File: src/rtl/prach_pkg.sv
// Shared constants and helpers for the PRACH decimation datapath.
package prach_pkg;

    localparam int SAMPLE_W = 16;
    localparam int CHN_W    = 8;

    // Accumulator grows by log2(DECIM) bits so a full block of sums never overflows.
    function automatic int acc_width(input int decim);
        return SAMPLE_W + $clog2(decim);
    endfunction

endpackage

File: src/rtl/prach_decim_acc_bank.sv
// Per-channel phase counters and accumulators: single-cycle read-modify-write
// of the addressed channel, with a registered dump of each completed block sum.
module prach_decim_acc_bank
    import prach_pkg::*;
#(
    parameter int NUM_CHN = 8,
    parameter int DECIM   = 4,
    localparam int ACC_W  = acc_width(DECIM)
) (
    input  logic                clk,
    input  logic                rst_n,
    input  logic [SAMPLE_W-1:0] dr_i,
    input  logic [SAMPLE_W-1:0] di_i,
    input  logic                dv_i,
    input  logic [CHN_W-1:0]    chn_i,
    input  logic                sync_i,
    output logic                dump_o,
    output logic [ACC_W-1:0]    sum_r_o,
    output logic [ACC_W-1:0]    sum_i_o,
    output logic [CHN_W-1:0]    chn_o,
    output logic                err_o
);

    localparam int SHIFT = $clog2(DECIM);
    localparam int IDX_W = (NUM_CHN > 1) ? $clog2(NUM_CHN) : 1;
    localparam logic [CHN_W-1:0] NUM_CHN_L = CHN_W'(NUM_CHN);
    localparam logic [SHIFT-1:0] LAST      = SHIFT'(DECIM - 1);

    logic [SHIFT-1:0] cnt_q   [NUM_CHN];
    logic [ACC_W-1:0] acc_r_q [NUM_CHN];
    logic [ACC_W-1:0] acc_i_q [NUM_CHN];

    logic             dump_q, err_q;
    logic [ACC_W-1:0] sum_r_q, sum_i_q;
    logic [CHN_W-1:0] chn_q;

    logic             in_range, accept;
    logic [IDX_W-1:0] idx;
    logic [SHIFT-1:0] phase;
    logic [ACC_W-1:0] ext_r, ext_i, sum_r_d, sum_i_d;

    // A same-cycle sync makes this sample the first of a fresh block.
    always_comb begin
        in_range = chn_i < NUM_CHN_L;
        accept   = dv_i && in_range;
        idx      = in_range ? chn_i[IDX_W-1:0] : '0;
        phase    = sync_i ? '0 : cnt_q[idx];
        ext_r    = {{SHIFT{dr_i[SAMPLE_W-1]}}, dr_i};
        ext_i    = {{SHIFT{di_i[SAMPLE_W-1]}}, di_i};
        sum_r_d  = (phase == '0) ? ext_r : acc_r_q[idx] + ext_r;
        sum_i_d  = (phase == '0) ? ext_i : acc_i_q[idx] + ext_i;
    end

    always_ff @(posedge clk) begin
        if (!rst_n) begin
            cnt_q   <= '{default: '0};
            acc_r_q <= '{default: '0};
            acc_i_q <= '{default: '0};
            dump_q  <= 1'b0;
            err_q   <= 1'b0;
            sum_r_q <= '0;
            sum_i_q <= '0;
            chn_q   <= '0;
        end else begin
            dump_q <= 1'b0;
            err_q  <= dv_i && !in_range;
            if (sync_i) begin
                cnt_q <= '{default: '0};
            end
            if (accept) begin
                acc_r_q[idx] <= sum_r_d;
                acc_i_q[idx] <= sum_i_d;
                if (phase == LAST) begin
                    cnt_q[idx] <= '0;
                    dump_q     <= 1'b1;
                    sum_r_q    <= sum_r_d;
                    sum_i_q    <= sum_i_d;
                    chn_q      <= chn_i;
                end else begin
                    cnt_q[idx] <= phase + SHIFT'(1);
                end
            end
        end
    end

    assign dump_o  = dump_q;
    assign sum_r_o = sum_r_q;
    assign sum_i_o = sum_i_q;
    assign chn_o   = chn_q;
    assign err_o   = err_q;

endmodule

File: src/rtl/prach_delay.sv
// Generic registered delay line with synchronous active-low reset; DEPTH must be >= 2.
module prach_delay #(
    parameter int WIDTH = 1,
    parameter int DEPTH = 2
) (
    input  logic             clk,
    input  logic             rst_n,
    input  logic [WIDTH-1:0] d_i,
    output logic [WIDTH-1:0] q_o
);

    logic [DEPTH-1:0][WIDTH-1:0] pipe_q;

    always_ff @(posedge clk) begin
        if (!rst_n) begin
            pipe_q <= '0;
        end else begin
            pipe_q <= {pipe_q[DEPTH-2:0], d_i};
        end
    end

    assign q_o = pipe_q[DEPTH-1];

endmodule

File: src/rtl/prach_decim_acc.sv
// TDM integrate-and-dump decimator: block sums from the bank are rounded to the
// mean (round-half-up) and registered out in the same TDM format as the input.
module prach_decim_acc
    import prach_pkg::*;
#(
    parameter int NUM_CHN = 8,
    parameter int DECIM   = 4
) (
    input  logic                clk,
    input  logic                rst_n,
    input  logic [SAMPLE_W-1:0] din_dr,
    input  logic [SAMPLE_W-1:0] din_di,
    input  logic                din_dv,
    input  logic [CHN_W-1:0]    din_chn,
    input  logic                sync_in,
    output logic [SAMPLE_W-1:0] dout_dr,
    output logic [SAMPLE_W-1:0] dout_di,
    output logic                dout_dv,
    output logic [CHN_W-1:0]    dout_chn,
    output logic                sync_out,
    output logic                err_chn
);

    localparam int SHIFT = $clog2(DECIM);
    localparam int ACC_W = acc_width(DECIM);
    localparam logic [ACC_W-1:0] HALF = ACC_W'(2 ** (SHIFT - 1));

    logic             dump;
    logic [ACC_W-1:0] sum_r, sum_i, rnd_r, rnd_i;
    logic [CHN_W-1:0] sum_chn;

    logic [SAMPLE_W-1:0] dout_dr_q, dout_di_q;
    logic [CHN_W-1:0]    dout_chn_q;
    logic                dout_dv_q;

    prach_decim_acc_bank #(
        .NUM_CHN (NUM_CHN),
        .DECIM   (DECIM)
    ) u_bank (
        .clk     (clk),
        .rst_n   (rst_n),
        .dr_i    (din_dr),
        .di_i    (din_di),
        .dv_i    (din_dv),
        .chn_i   (din_chn),
        .sync_i  (sync_in),
        .dump_o  (dump),
        .sum_r_o (sum_r),
        .sum_i_o (sum_i),
        .chn_o   (sum_chn),
        .err_o   (err_chn)
    );

    // Taking bits [SHIFT +: 16] of the biased sum is the arithmetic shift truncated to 16 bits.
    always_comb begin
        rnd_r = sum_r + HALF;
        rnd_i = sum_i + HALF;
    end

    always_ff @(posedge clk) begin
        if (!rst_n) begin
            dout_dr_q  <= '0;
            dout_di_q  <= '0;
            dout_chn_q <= '0;
            dout_dv_q  <= 1'b0;
        end else begin
            dout_dv_q <= dump;
            if (dump) begin
                dout_dr_q  <= rnd_r[SHIFT +: SAMPLE_W];
                dout_di_q  <= rnd_i[SHIFT +: SAMPLE_W];
                dout_chn_q <= sum_chn;
            end
        end
    end

    prach_delay #(
        .WIDTH (1),
        .DEPTH (2)
    ) u_sync_dly (
        .clk   (clk),
        .rst_n (rst_n),
        .d_i   (sync_in),
        .q_o   (sync_out)
    );

    assign dout_dr  = dout_dr_q;
    assign dout_di  = dout_di_q;
    assign dout_chn = dout_chn_q;
    assign dout_dv  = dout_dv_q;

endmodule

File: config.mk
export PLATFORM = sky130hd
export DESIGN_NAME = prach_decim_acc
export DESIGN_NICKNAME = d
export VERILOG_FILES = /design/src/rtl/prach_pkg.sv /design/src/rtl/prach_decim_acc_bank.sv /design/src/rtl/prach_delay.sv /design/src/rtl/prach_decim_acc.sv
export SDC_FILE = /design/constraint.sdc
export NUM_CORES = 1
export LEC_CHECK = 0
export BUFFER_PORTS_ARGS = -buffer_cell sky130_fd_sc_hd__buf_2
export CORE_MARGIN = 4
export CORE_UTILIZATION = 41
export CTS_CLUSTER_SIZE = 16
export DETAILED_ROUTE_END_ITERATION = 8
export GPL_TIMING_DRIVEN = 0
export HOLD_SLACK_MARGIN = 0.12
export MAX_ROUTING_LAYER = met4
export PLACE_DENSITY = 0.63
export SLEW_MARGIN = 5
export SYNTH_ARGS = -nofsm -noshare
export SYNTH_HDL_FRONTEND = slang
export SYNTH_SLANG_ARGS = --single-unit
export TNS_END_PERCENT = 10
File: constraint.sdc
create_clock -name clk -period 3.9 [get_ports clk]
set_input_delay 0.195 -clock clk [delete_from_list [all_inputs] [get_ports clk]]
set_output_delay 0.195 -clock clk [all_outputs]
set_load 0.03 [all_outputs]
==> flow_metrics.env <==
export IMPL_vias_per_cell=6.12
export IMPL_slew_headroom_pct=40.5
export IMPL_worst_path_max_fanout=10
export IMPL_drc=0
export IMPL_fin_nets=2324
export IMPL_portBuffers=85
export IMPL_worst_r2r_setup_slack_ns=0.28
export IMPL_ys_ff_latch=391
export IMPL_root_buffer="clkbuf_16"
export IMPL_avgSynthCellArea_sq_um=8.46
export IMPL_peakVddDrop_mv=0.259
export IMPL_synthAdderAreaFrac_pct=2.93
export IMPL_r2r_end="u_bank.acc_i_q[52]"
export IMPL_grt_usage_pct=28.7
export IMPL_synth_top_family_by_area="compound AO/OA/AOI/OAI gates"
export IMPL_hold_end="u_bank.acc_i_q[78]"
export IMPL_ios=87
export IMPL_grt_max_degree=16
export IMPL_share_comb_of_total_power_pct=7.1
export IMPL_drv_cap=0
export IMPL_synth_mux_area_fraction_pct=3.58
export IMPL_fin_tns_setup_ns=0
export IMPL_initialDrtViolationCount=1795
export IMPL_critPathLaunch="din_chn[3]"
export IMPL_dr_pass1_iters=6
export IMPL_clkPwrFrac_pct=47.1
export IMPL_seqPwrFrac_pct=45.8
export IMPL_setup_viol=0
export IMPL_synth_compound_area_share_pct=25.6
export IMPL_die_y_um=215
export IMPL_core_area_sq_mm=0.0422
export IMPL_skew_ns=0.0213
export IMPL_rows=75
export IMPL_p_leak_nw=7.53
export IMPL_wl_per_cell_um=24.2
export IMPL_path_class="input pin to register"
export IMPL_antenna_cells=0
export IMPL_netlist_area_leader_share_pct=44.5
export IMPL_grt_overflow_total=0
export IMPL_cellInternalPower_w=0.00660
export IMPL_fp_dieW_um=215
export IMPL_switching_share_pct=24.4
export IMPL_grt_pass1_vias=16200
export IMPL_final_antenna_net_count=0
export IMPL_cts_buffers=42
export IMPL_critPathLaunchType="input pin"
export IMPL_end_kind="register"
export IMPL_initial_core_util_pct=41.7
export IMPL_synthSimpleGateAreaFrac_pct=17.3
export IMPL_worstPathRequired_ns=4.33
export IMPL_reg2reg_from="u_bank.cnt_q[3]"
export IMPL_dieArea_sq_mm=0.0463
export IMPL_synth_area_leader_cell="dfxtp_1"
export IMPL_clk_path_buf_depth=3
export IMPL_antenna_found_initial=1
export IMPL_period_needed_ns=3.86
export IMPL_synth_xor_area_share_pct=1.88
export IMPL_cts_sinks=391
export IMPL_synth_warning_count=0
export IMPL_power_switching_w=0.00214
export IMPL_tritoncts="done"
export IMPL_clk_pin_slew_ns=0.06
export IMPL_synthArstFlopShare_pct=0
export IMPL_synth_flop_cell="dfxtp_1"
export IMPL_yosysSeqAreaShare_pct=44.5
export IMPL_h_tree_depth=2
export IMPL_area_delta_synth_final_pct=20.4
export IMPL_min_path_cells=3
export IMPL_grt_first_pass_wirelength_um=100000
export IMPL_syn_area_sq_mm=0.0176
export IMPL_hpwl_um=50700
export IMPL_min_delay_start="din_di[6]"
export IMPL_synthTopCellsByCount="dfxtp_1 (391), nor2_1 (380), a211oi_1 (234)"
export IMPL_hold_class="input pin to register"
export IMPL_vias=17200
export IMPL_synth_cell_type_count=74
export IMPL_rsz0062_at_grt="true"
export IMPL_synth_edf_count=0
export IMPL_worst_slew_pin_transition_ns=0.868
export IMPL_slew_violations=0
export IMPL_hold_viol_final=0
export IMPL_clock_latency_ns=0.57
export IMPL_yosysMostFrequentCell="dfxtp_1"
export IMPL_fin_crit_sh_pct=98.9
export IMPL_status="complete, no violations"
export IMPL_ys_top_cells_by_area="dfxtp_1 (44%), a211oi_1 (10%), nor2_1 (8.1%)"
export IMPL_ff2ff_path_depth=9
export IMPL_wl_um=67900
export IMPL_syn_inst=2081
export IMPL_max_freq_mhz=259
export IMPL_drive_gt1_share_pct=16.4
export IMPL_powerDensity_mw_per_mm2=412
export IMPL_syn_nets=2165
export IMPL_arrival_ns=4.28
export IMPL_fin_util_pct=50.2
export IMPL_place_gp_congestion=0.955
## cell type report
class | count | area (sq um)
multi-input cells | 1504 | 9670
repair buffers | 119 | 787
clock buffers | 60 | 1240
inverters | 22 | 82.6
flip-flops and latches | 391 | 7830
fillers | 4084 | 21000
clock inverters | 16 | 170
plain buffers | 160 | 748
well taps | 539 | 674
## flip-flops by register name (all words and copies together) (netlist names)
register	flops
u_sync_dly.pipe_q	1
u_bank.err_o	1
u_sync_dly.q_o	1
dout_dv	1
dout_chn	8
u_bank.acc_i_q	144
u_bank.cnt_q	16
u_bank.sum_r_o	17
u_bank.chn_o	8
u_bank.acc_r_q	144
dout_di	16
u_bank.sum_i_o	17
u_bank.dump_o	1
dout_dr	16
## power by group through the flow
stage / Clock (W) / Combinational, W / Sequential (W)
2_1_floorplan: 0 / 0.000292 / 0.00409
3_3_place_gp: 0 / 0.000512 / 0.00409
3_5_place_dp: 0 / 0.000532 / 0.00409
4_1_cts: 0.00414 / 0.000582 / 0.00400
5_1_grt: 0.00431 / 0.000647 / 0.00400
6_report: 0.00412 / 0.000619 / 0.00400
## worst max-delay path by stage
stage | end | slack [ns] | cells past startpoint
2_1_floorplan | u_bank.acc_r_q[100] | 0.01 | 18
3_3_place_gp | u_bank.acc_r_q[83] | -2.42 | 16
3_5_place_dp | u_bank.acc_r_q[35] | -2.10 | 17
4_1_cts | u_bank.acc_i_q[17] | -0.14 | 16
5_1_grt | u_bank.acc_i_q[71] | -0.05 | 18
6_report | u_bank.acc_i_q[107] | 0.04 | 18
## placed cells by master, fill, tap and decap left out, drive strengths merged, types with 9 or more instances in the layout
cell and count:
mux2i 36, a221oi 12, buf 167, o22ai 53
and3 11, inv 21, clkinv 11, nand2b 9
xnor2 17, o31ai 12, o21a 11, ha 38
o221ai 31, o22a 10, nand4 15, mux2 22
xor2 20, nor3 57, o21ai 132, nor2 382
clkbuf 166, nor4 12, nand2 126, a211oi 235
nand3 46, dfxtp 391, a31oi 38, or3 15
a21o 9, a21oi 89
## logic make-up after synthesis
kind of cell	Yosys count
flip-flops	391
XOR/XNOR	36
buffers and inverters	187
adder cells (fa/ha/maj)	40
AO/OA/AOI/OAI	669
multiplexers	59
AND/OR/NAND/NOR	699
## stage by stage
stage               setup WS, ns  std cells  area, sq um  hold WS (ns)  power (W)
detailed placement         -2.10       2712        18800         0.440    0.00462
finish                    0.0444       2811        21200         0.136    0.00874
global route             -0.0482       2811        21200         0.141    0.00896
floorplan                 0.0141       2081        17600         0.309    0.00438
CTS                       -0.143       2799        20800         0.126    0.00872
global placement           -2.42       2705        18700         0.420    0.00460
## per-layer routing
metal  global-route usage (%)  wire length (um)  up-vias  part of all wire [%]
met5                        -                 0        -                     0
met4                     10.8              2750        0                   4.1
met3                     4.41              4510      160                   6.6
met2                     45.7             31800      674                    47
met1                     37.2             28900     8388                    43
li1                         -                 -     7968                     -
## critical path, cell delays in order
cell and delay [ns]:
buf_2 0.13, or4_4 0.60, nor3_4 0.18, buf_6 0.15, buf_12 0.10, buf_6 0.15, nor2_1 0.09, nor4_4 0.23
ha_1 0.33, a211oi_2 0.26, nor2_1 0.10, a21o_1 0.24, o311a_4 0.42, a211o_1 0.30, a221oi_4 0.29, buf_4 0.21
xnor2_4 0.18, a21oi_1 0.11
## repair_timing
| item | 4_1_cts | 5_1_grt |
|---|---|---|
| pin swaps | 15 | 14 |
| gates cloned | 0 | 1 |
| endpoints found under the setup margin | 322 | 285 |
| hold endpoints to repair | 27 | 0 |
| buffers inserted | 9 | 12 |
| resized for setup | 107 | 67 |
| hold buffers | 6 | 0 |
Note: power is estimated with default switching activity, not from simulation.
